==> config.mk <==
export PLATFORM = sky130hd
export DESIGN_NAME = div32x32
export DESIGN_NICKNAME = d
export VERILOG_FILES = /design/src/rtl/div32x32_pkg.sv /design/src/rtl/div32x32_fsm.sv /design/src/rtl/div32x32.sv
export SDC_FILE = /design/constraint.sdc
export NUM_CORES = 1
export LEC_CHECK = 0
export CORE_AREA = 2 2 189 191
export DETAILED_ROUTE_END_ITERATION = 7
export DIE_AREA = 0 0 191 193
export GPL_TIMING_DRIVEN = 0
export PLACE_DENSITY = 0.45
export RECOVER_POWER = 100
export SLEW_MARGIN = 20
export SYNTH_ARGS = -nofsm -noshare
export SYNTH_HDL_FRONTEND = slang
export SYNTH_SLANG_ARGS = --single-unit
export TNS_END_PERCENT = 50
==> constraint.sdc <==
create_clock -name clk -period 3.4 [get_ports clk]
set_input_delay 1.02 -clock clk [delete_from_list [all_inputs] [get_ports clk]]
set_output_delay 1.02 -clock clk [all_outputs]
set_load 0.05 [all_outputs]
==> src/rtl/div32x32_pkg.sv <==
// rtl/div32x32_pkg.sv - shared types and widths for the 32/32 unsigned divider
//
// Holds the controller state encoding and the datapath/iteration widths
// used by div32x32 and div32x32_fsm.
package div32x32_pkg;

    localparam int DATA_W = 32;
    localparam int CNT_W  = 5;

    typedef enum logic [1:0] {
        IDLE = 2'd0,
        CALC = 2'd1,
        DONE = 2'd2
    } state_t;

endpackage

==> src/rtl/div32x32_fsm.sv <==
// rtl/div32x32_fsm.sv - controller for the restoring divider
//
// Owns the state register, the iteration count and the busy/done flags,
// and produces the datapath enables.
//
// Ports:
//   clk       in   rising-edge clock
//   reset     in   synchronous active-low reset
//   start     in   division request, honoured only in IDLE
//   zero_div  in   divisor is zero and zero detection is built in (else 0)
//   busy      out  registered, high in CALC
//   done      out  registered, high for the single DONE cycle
//   load      out  operands are accepted at this edge
//   zero_load out  accepted operands take the zero-detect shortcut
//   shift     out  one quotient bit is produced at this edge
//   last      out  this edge produces the final quotient bit
module div32x32_fsm
    import div32x32_pkg::*;
(
    input  logic clk,
    input  logic reset,
    input  logic start,
    input  logic zero_div,
    output logic busy,
    output logic done,
    output logic load,
    output logic zero_load,
    output logic shift,
    output logic last
);

    state_t             state;
    logic [CNT_W-1:0]   count;

    assign load      = (state == IDLE) && start;
    assign zero_load = load && zero_div;
    assign shift     = (state == CALC);
    assign last      = (state == CALC) && (count == {CNT_W{1'b1}});

    always_ff @(posedge clk) begin
        if (!reset) begin
            state <= IDLE;
            count <= '0;
            busy  <= 1'b0;
            done  <= 1'b0;
        end else begin
            case (state)
                IDLE: begin
                    if (start) begin
                        count <= '0;
                        if (zero_div) begin
                            state <= DONE;
                            busy  <= 1'b0;
                            done  <= 1'b1;
                        end else begin
                            state <= CALC;
                            busy  <= 1'b1;
                            done  <= 1'b0;
                        end
                    end
                end
                CALC: begin
                    // Count stops at its last value instead of wrapping;
                    // it is reloaded on the next accepted start.
                    if (count == {CNT_W{1'b1}}) begin
                        state <= DONE;
                        busy  <= 1'b0;
                        done  <= 1'b1;
                    end else begin
                        count <= count + 1'b1;
                    end
                end
                DONE: begin
                    state <= IDLE;
                    done  <= 1'b0;
                end
                default: begin
                    state <= IDLE;
                    busy  <= 1'b0;
                    done  <= 1'b0;
                end
            endcase
        end
    end

endmodule

==> src/rtl/div32x32.sv <==
// rtl/div32x32.sv - 32/32 unsigned restoring divider, one quotient bit per clock
//
// Optional feature macro: DIV32X32_ZERO_DETECT_EN. When defined, a zero
// divisor completes immediately with dbz=1; otherwise dbz is tied low and a
// zero divisor runs the full 32 iterations.
//
// Ports:
//   clk        in   rising-edge clock
//   reset      in   synchronous active-low reset
//   start      in   division request, accepted only when idle
//   a          in   dividend, sampled on the accepting edge
//   b          in   divisor, sampled on the accepting edge
//   busy       out  high while iterating
//   done       out  one-cycle pulse when results are valid
//   quotient   out  result, held until the next completion
//   remainder  out  result, held until the next completion
//   dbz        out  divide-by-zero flag
module div32x32
    import div32x32_pkg::*;
(
    input  logic              clk,
    input  logic              reset,
    input  logic              start,
    input  logic [DATA_W-1:0] a,
    input  logic [DATA_W-1:0] b,
    output logic              busy,
    output logic              done,
    output logic [DATA_W-1:0] quotient,
    output logic [DATA_W-1:0] remainder,
    output logic              dbz
);

    logic              load;
    logic              zero_load;
    logic              shift;
    logic              last;
    logic              zero_div;

    logic [DATA_W-1:0] dvd;
    logic [DATA_W-1:0] dvsr;
    logic [DATA_W-1:0] rem_q;

    logic [DATA_W:0]   trial;
    logic [DATA_W:0]   diff;
    logic              qbit;
    logic [DATA_W-1:0] rem_next;
    logic [DATA_W-1:0] quo_next;

`ifdef DIV32X32_ZERO_DETECT_EN
    assign zero_div = (b == '0);
`else
    assign zero_div = 1'b0;
`endif

    div32x32_fsm u_fsm (
        .clk       (clk),
        .reset     (reset),
        .start     (start),
        .zero_div  (zero_div),
        .busy      (busy),
        .done      (done),
        .load      (load),
        .zero_load (zero_load),
        .shift     (shift),
        .last      (last)
    );

    // The partial remainder keeps its top bit in the trial value so the
    // compare never loses an overflowed bit; the subtracted result always
    // fits back into DATA_W bits because the remainder stays below dvsr.
    always_comb begin
        trial    = {rem_q, dvd[DATA_W-1]};
        diff     = trial - {1'b0, dvsr};
        qbit     = (trial >= {1'b0, dvsr});
        rem_next = qbit ? diff[DATA_W-1:0] : trial[DATA_W-1:0];
        quo_next = {dvd[DATA_W-2:0], qbit};
    end

    // Dividend register doubles as the quotient shift register: quotient
    // bits enter at the LSB as dividend bits leave at the MSB.
    always_ff @(posedge clk) begin
        if (!reset) begin
            dvd       <= '0;
            dvsr      <= '0;
            rem_q     <= '0;
            quotient  <= '0;
            remainder <= '0;
        end else if (load) begin
            dvd   <= a;
            dvsr  <= b;
            rem_q <= '0;
            if (zero_load) begin
                quotient  <= '1;
                remainder <= a;
            end
        end else if (shift) begin
            dvd   <= quo_next;
            rem_q <= rem_next;
            if (last) begin
                quotient  <= quo_next;
                remainder <= rem_next;
            end
        end
    end

`ifdef DIV32X32_ZERO_DETECT_EN
    logic dbz_q;

    always_ff @(posedge clk) begin
        if (!reset) begin
            dbz_q <= 1'b0;
        end else if (load) begin
            dbz_q <= zero_load;
        end
    end

    assign dbz = dbz_q;
`else
    assign dbz = 1'b0;
`endif

endmodule

==> flow_metrics.tcl, run 1 <==
set metrics [dict create \
    outcome "finished clean" \
    crit_family "compound AO/OA/AOI/OAI gates" \
    cp-start-kind "register" \
    numCtsBuffers 17 \
    avgSynthCellArea_um2 8.05 \
    wl_per_cell_um 17.4 \
    slew_viol_final 0 \
    worstMarginPinSlew_ns 0.889 \
    crit_buf_inv 3 \
    cts.clk_slew.worst_paths_ns 0.08 \
    synth_area_leaders "dfxtp_1, nand2_1, o21ai_0" \
    yosysTopAreaCell "dfxtp_1" \
    synth_ff_type "dfxtp_1" \
    drv_cap 0 \
    fp.dieH_um 193 \
    p_leak_nw 4.17 \
    synth_edf_count 0 \
    portBuffers 132 \
    netlist.area_leader.share_pct 40.6 \
    fin_area_um2 10800 \
    route.vias.total 7807 \
    peakVddDrop_v 0.000371 \
    ioPinCount 134 \
    arrival_ns 3.54 \
    synthArstFlopShare_pct 0 \
    layout_min_cycle_time_ns 3.18 \
    nets 1284 \
    report.final.setup_viol 0 \
    cts_tree "built" \
    grt_pass1_vias 7806 \
    worstSetupEndpointType "register" \
    root_buffer "clkbuf_16" \
    post-route-period-util_pct 93.5 \
    ant_nets 0 \
    hpwl_mm 21.5 \
    hold_viol_final 0 \
    synth_area_um2 8290 \
    ctsLongestPathBuffers 2 \
    fin_skew_ns 0.0157 \
    die_area_um2 36900 \
    first_iter_violations 426 \
    synthDistinctLibCells 67 \
    fp.dieW_um 191 \
    yosys-top-cells-count "nand2_1, dfxtp_1, o21ai_0" \
    cts-htree-levels 4 \
    ys_warn_count 0 \
    cts_sinks 168 \
    design.core.area_um2 35000 \
    max_freq_mhz 315 \
    synth_seq_cells 168 \
    grt_start_max_net_pins 22 \
    synth_cells 1029 \
    power_density_nw_per_um2 534 \
    timing.slew.headroom_pct 40.5 \
    fp-row-count 69 \
    cp_slowest_cell "a221o_1" \
    yosys.cell_count.top_type "nand2_1" \
    crit_type "register to register" \
    num_antenna_cells 0 \
    insertion_delay_ns 0.45 \
    gr-usage-all-layers_pct 15.8 \
    syn_to_final_growth_pct 30.4 \
    drive_gt1_share_pct 4.85 \
    place_congestion 0.850 \
    holdWs_ns 0.462 \
    placed_area_um2 10200 \
    worstPathRequired_ns 3.76 \
    path_cells "inv_1 -> ha_1 -> and3_1 -> a221o_1 -> a311o_1 -> o21a_1 -> a211oi_2 -> buf_6 -> clkbuf_2 -> nand2_1 -> a31oi_1" \
    ys_seq_area_share_pct 40.6 \
    rsz0062_at_grt "no" \
    start_util_pct 23.7 \
    syn-num-nets 1131 \
    post-route-drc-count 0 \
    worst_hold_path_type "register to register" \
    viasPerCell 4.71 \
    max_stage_delay_ns 0.38 \
    wirelength_mm 28.9 \
    crit_path_max_fanout 10 \
    antenna_found_initial 0 \
    fillers 3789 \
    grt_pass1_wl_mm 44.7 \
    grt_overflow 0 \
    drt_pre_antenna_iters 5 \
]
[layer usage]
metal,global-route usage [%],share of wire (%),wire (um)
met1,21.4,49,14100
met2,25.8,46,13300
met3,2.90,3.9,1120
met4,4.00,1.4,391
met5,0,0,0
[worst reg2reg max path, stage by stage (launching register included)]
cell and delay [ns]:
dfxtp_1 0.34, inv_1 0.05, ha_1 0.37, and3_1 0.20, a221o_1 0.38, a311o_1 0.33, o21a_1 0.19, a211oi_2 0.37
buf_6 0.26, clkbuf_2 0.30, nand2_1 0.12, a31oi_1 0.19
[sequential cells by signal (all words and copies together), names as in the netlist]
name	count
dvd	32
remainder	32
rem_q	32
dvsr	32
u_fsm.count	5
quotient	32
u_fsm.busy	1
u_fsm.state	2
[cell families (layout without fill, tap and decap cells)]
| kind of cell | count (synthesis) | in the layout | synth area share (%) |
|---|---|---|---|
| adder cells (fa/ha/maj) | 35 | 35 | 5.38 |
| XOR/XNOR | 28 | 28 | 2.96 |
| other | 1 | 1 | 0.0453 |
| buffers and inverters | 106 | 272 | 5.50 |
| AND/OR/NAND/NOR | 287 | 287 | 14.8 |
| flip-flops | 168 | 168 | 40.6 |
| AO/OA/AOI/OAI | 390 | 390 | 28.9 |
| multiplexers | 14 | 14 | 1.84 |
[final timing paths]
check | startpoint | to | slack (ns) | cells after the start
setup / recovery | dvsr[28]$_SDFFE_PN0P_ | rem_q[21]$_SDFFE_PP0P_ | 0.22 | 11
hold / removal | quotient[7]$_SDFFE_PN0P_ | quotient[7]$_SDFFE_PN0P_ | 0.46 | 2
setup reg to reg | dvsr[28]$_SDFFE_PN0P_ | rem_q[21]$_SDFFE_PP0P_ | 0.22 | 11
hold reg to reg | quotient[7]$_SDFFE_PN0P_ | quotient[7]$_SDFFE_PN0P_ | 0.46 | 2
[layout make-up]
cell class / count / area [um^2] / area share [%]
buffer: 67 / 297 / 2.74
clock buffer: 17 / 425 / 3.94
clock inverter: 15 / 209 / 1.93
inverter: 39 / 149 / 1.38
multi-input combinational: 755 / 4450 / 41.2
sequential: 168 / 3360 / 31.1
tap: 461 / 577 / 5.34
timing repair buffer: 134 / 1340 / 12.4
[power by group]
group	leakage [nW]	switching, mW	internal (mW)
Sequential	1.37	0.0682	2.06
Combinational	2.49	0.950	0.623
Clock	0.303	1.05	1.02
Total	4.17	2.07	3.70
[repair_timing]
item	4_1_cts	5_1_grt
buffers inserted	0	2
hold buffers	0	0
resized for setup	2	3
pin swaps	0	2
hold endpoints to repair	0	0
setup endpoints to repair	2	7
[cell usage in the layout (no fill, tap or decap), types with 10 or more instances in the layout]
cell type,n
dlygate4sd3_1,68
o22ai_1,31
a21boi_0,66
inv_1,36
a21oi_1,109
ha_1,34
a31oi_1,15
mux2i_1,10
dfxtp_1,168
nor2_1,44
xnor2_1,21
a211oi_1,12
nand2_1,176
clkbuf_1,57
o21ai_0,113
clkbuf_16,17
and3_1,11
clkdlybuf4s50_1,64
nand3_1,16
[per-stage QoR]
stage                     setup TNS [ns]  cells  setup WS, ns  power, mW  utilization (%)
after floorplan                        0   1029         0.680       3.26                -
after global placement            -0.106   1622        -0.106       3.74             29.1
after detailed placement          -0.300   1622        -0.143       3.74             29.1
after CTS                              0   1654         0.171       5.83             31.0
after global routing                   0   1656        0.0179       6.07             30.9
final                                  0   1656         0.220       5.77             30.9
Note: power is estimated with default switching activity, not from simulation.
==> run 2, diff against run 1 <==
CORE_AREA = 2 2 147 149   (was 2 2 189 191)
DIE_AREA = 0 0 149 151   (was 0 0 191 193)
PLACE_DENSITY = 0.65   (was 0.45)
clock period = 3.5 ns   (was 3.4 ns; I/O delays follow)
==> flow_metrics.tcl, run 2 (synthesized netlist as in run 1, its figures left out) <==
set metrics [dict create \
    outcome "finished clean" \
    worstPathRequired_ns 3.82 \
    utilization_pct 50.5 \
    fp.dieW_um 149 \
    portBuffers 132 \
    max_freq_mhz 308 \
    combPwrFrac_pct 26.9 \
    ioPinCount 134 \
    ctsLongestPathBuffers 2 \
    route.vias.total 7937 \
    grt_pass1_vias 7410 \
    ant_nets 0 \
    setup_tns_ns 0 \
    place_congestion 0.914 \
    pwr-share-clk_pct 35.4 \
    start_util_pct 39.8 \
    grt_pass1_wl_mm 40.0 \
    wirelength_mm 25.5 \
    post-route-period-util_pct 92.9 \
    post-route-drc-count 0 \
    syn_to_final_growth_pct 27.0 \
    cts_tree "built" \
    cts-htree-levels 4 \
    timing.slew.headroom_pct 47.1 \
    grt_start_max_net_pins 21 \
    cp_slowest_cell "clkbuf_2" \
    wl_per_cell_um 17.3 \
    fp-row-count 53 \
    cp-start-kind "register" \
    peakVddDrop_v 0.000317 \
    design.core.area_um2 20800 \
    slew_viol_final 0 \
    fp.dieH_um 151 \
    fin_skew_ns 0.0128 \
    num_antenna_cells 0 \
    die_area_um2 22500 \
    arrival_ns 3.57 \
    hold_viol_final 0 \
    worstMarginPinSlew_ns 0.789 \
    power_density_nw_per_um2 520 \
    cts_hold_buf 0 \
    placed_area_um2 9950 \
    root_buffer "clkbuf_16" \
    power_frac_seq_pct 37.7 \
    crit_type "register to register" \
    first_iter_violations 532 \
    fin_area_um2 10500 \
    grt_overflow 0 \
    worst_hold_path_type "register to register" \
    antenna_found_initial 0 \
    switching_share_pct 35.1 \
    drt_pre_antenna_iters 5 \
    fin_ws_ns 0.250 \
    hpwl_mm 18.6 \
    worstSetupEndpointType "register" \
    cts_sinks 168 \
    rsz0062_at_grt "no" \
    cp_common_cell "nor2_1" \
    viasPerCell 5.41 \
    path_cells "inv_1 -> ha_1 -> and3_1 -> a221o_1 -> a311o_1 -> o21a_1 -> a211oi_4 -> clkbuf_2 -> mux2_1 -> nor2_1 -> nor2_1" \
    cts.clk_slew.worst_paths_ns 0.08 \
    crit_family "compound AO/OA/AOI/OAI gates" \
    crit_path_max_fanout 10 \
    crit_buf_inv 2 \
    numCtsBuffers 17 \
    max_stage_delay_ns 0.42 \
    insertion_delay_ns 0.44 \
    preCtsSetupSlack_ns 0.191 \
    intPower_mw 3.55 \
    final_cell_mix "nand2_1, dfxtp_1, o21ai_0" \
    power.total_mw 5.47 \
    drive_gt1_share_pct 4.11 \
    post_cts_buffers 0 \
    netSwitchingPower_mw 1.92 \
    nets 1282 \
    drv_cap 0 \
    layout_min_cycle_time_ns 3.25 \
    report.final.setup_viol 0 \
    gr-usage-all-layers_pct 22.8 \
    final_common_cell "nand2_1" \
    p_leak_nw 4.14 \
]
## run 2: cell types whose count changed in the layout (fill, tap and decap cells not counted), moves of 3 or more
cell / delta
mux2_1: +4
inv_6: -3
inv_8: +5
a21oi_2: -3
a21oi_1: +3
buf_6: -3
inv_12: -3
## run 2: worst paths after layout
check / start / end / slack [ns] / depth (start not counted)
min reg2reg: quotient[14]$_SDFFE_PN0P_ / quotient[14]$_SDFFE_PN0P_ / 0.46 / 2
min: quotient[14]$_SDFFE_PN0P_ / quotient[14]$_SDFFE_PN0P_ / 0.46 / 2
max: dvsr[28]$_SDFFE_PN0P_ / remainder[6]$_SDFFE_PN0P_ / 0.25 / 11
max reg2reg: dvsr[28]$_SDFFE_PN0P_ / remainder[6]$_SDFFE_PN0P_ / 0.25 / 11
## run 2: final cells by class
class                   count  area [um^2]
clock buffers              17          425
clock inverters            15          190
flip-flops and latches    168         3360
plain buffers              67          288
repair buffers            132         1320
multi-input cells         755         4440
inverters                  39          149
fillers                  2091        10300
well taps                 275          344
## run 2: timing repair
item | in CTS | in global routing
setup endpoints to repair | 0 | 4
resized for setup | 0 | 2
hold endpoints to repair | 0 | 0
## run 2: layer usage
layer	routed length (um)	part of all wire [%]	vias to the layer above	track usage (%)
met1	12100	48	3710	32.8
met2	11100	44	254	35.0
met5	0	0	-	0
li1	-	-	3943	-
met4	417	1.6	0	6.90
met3	1810	7.1	30	3.73
## run 2: through the flow
step           std cells  hold WS, ns
3_3_place_gp        1436        0.453
3_5_place_dp        1436        0.457
6_report            1468        0.461
4_1_cts             1468        0.469
2_1_floorplan       1029        0.443
5_1_grt             1468        0.490
## run 2: tightest hold or removal path: cells and delay by family, from the launching register on
| family | cells | cell delay (ns) |
|---|---|---|
| flip-flops | 1 | 0.31 |
| AND/OR/NAND/NOR | 1 | 0.04 |
| AO/OA/AOI/OAI | 1 | 0.06 |
## run 2: power groups by stage
stage	Combinational [mW]	Clock [mW]	Sequential, mW
after floorplan	1.08	0	2.09
after global placement	1.49	0	2.11
after detailed placement	1.49	0	2.11
after CTS	1.50	1.95	2.06
after global routing	1.61	2.03	2.07
final	1.47	1.93	2.06
==> run 3, diff against run 2 <==
ABC_CLOCK_PERIOD_IN_PS = 3500   (was not set)
==> results of run 3 <==
No change in the layout: final DEF, timing and power equal those of run 2.
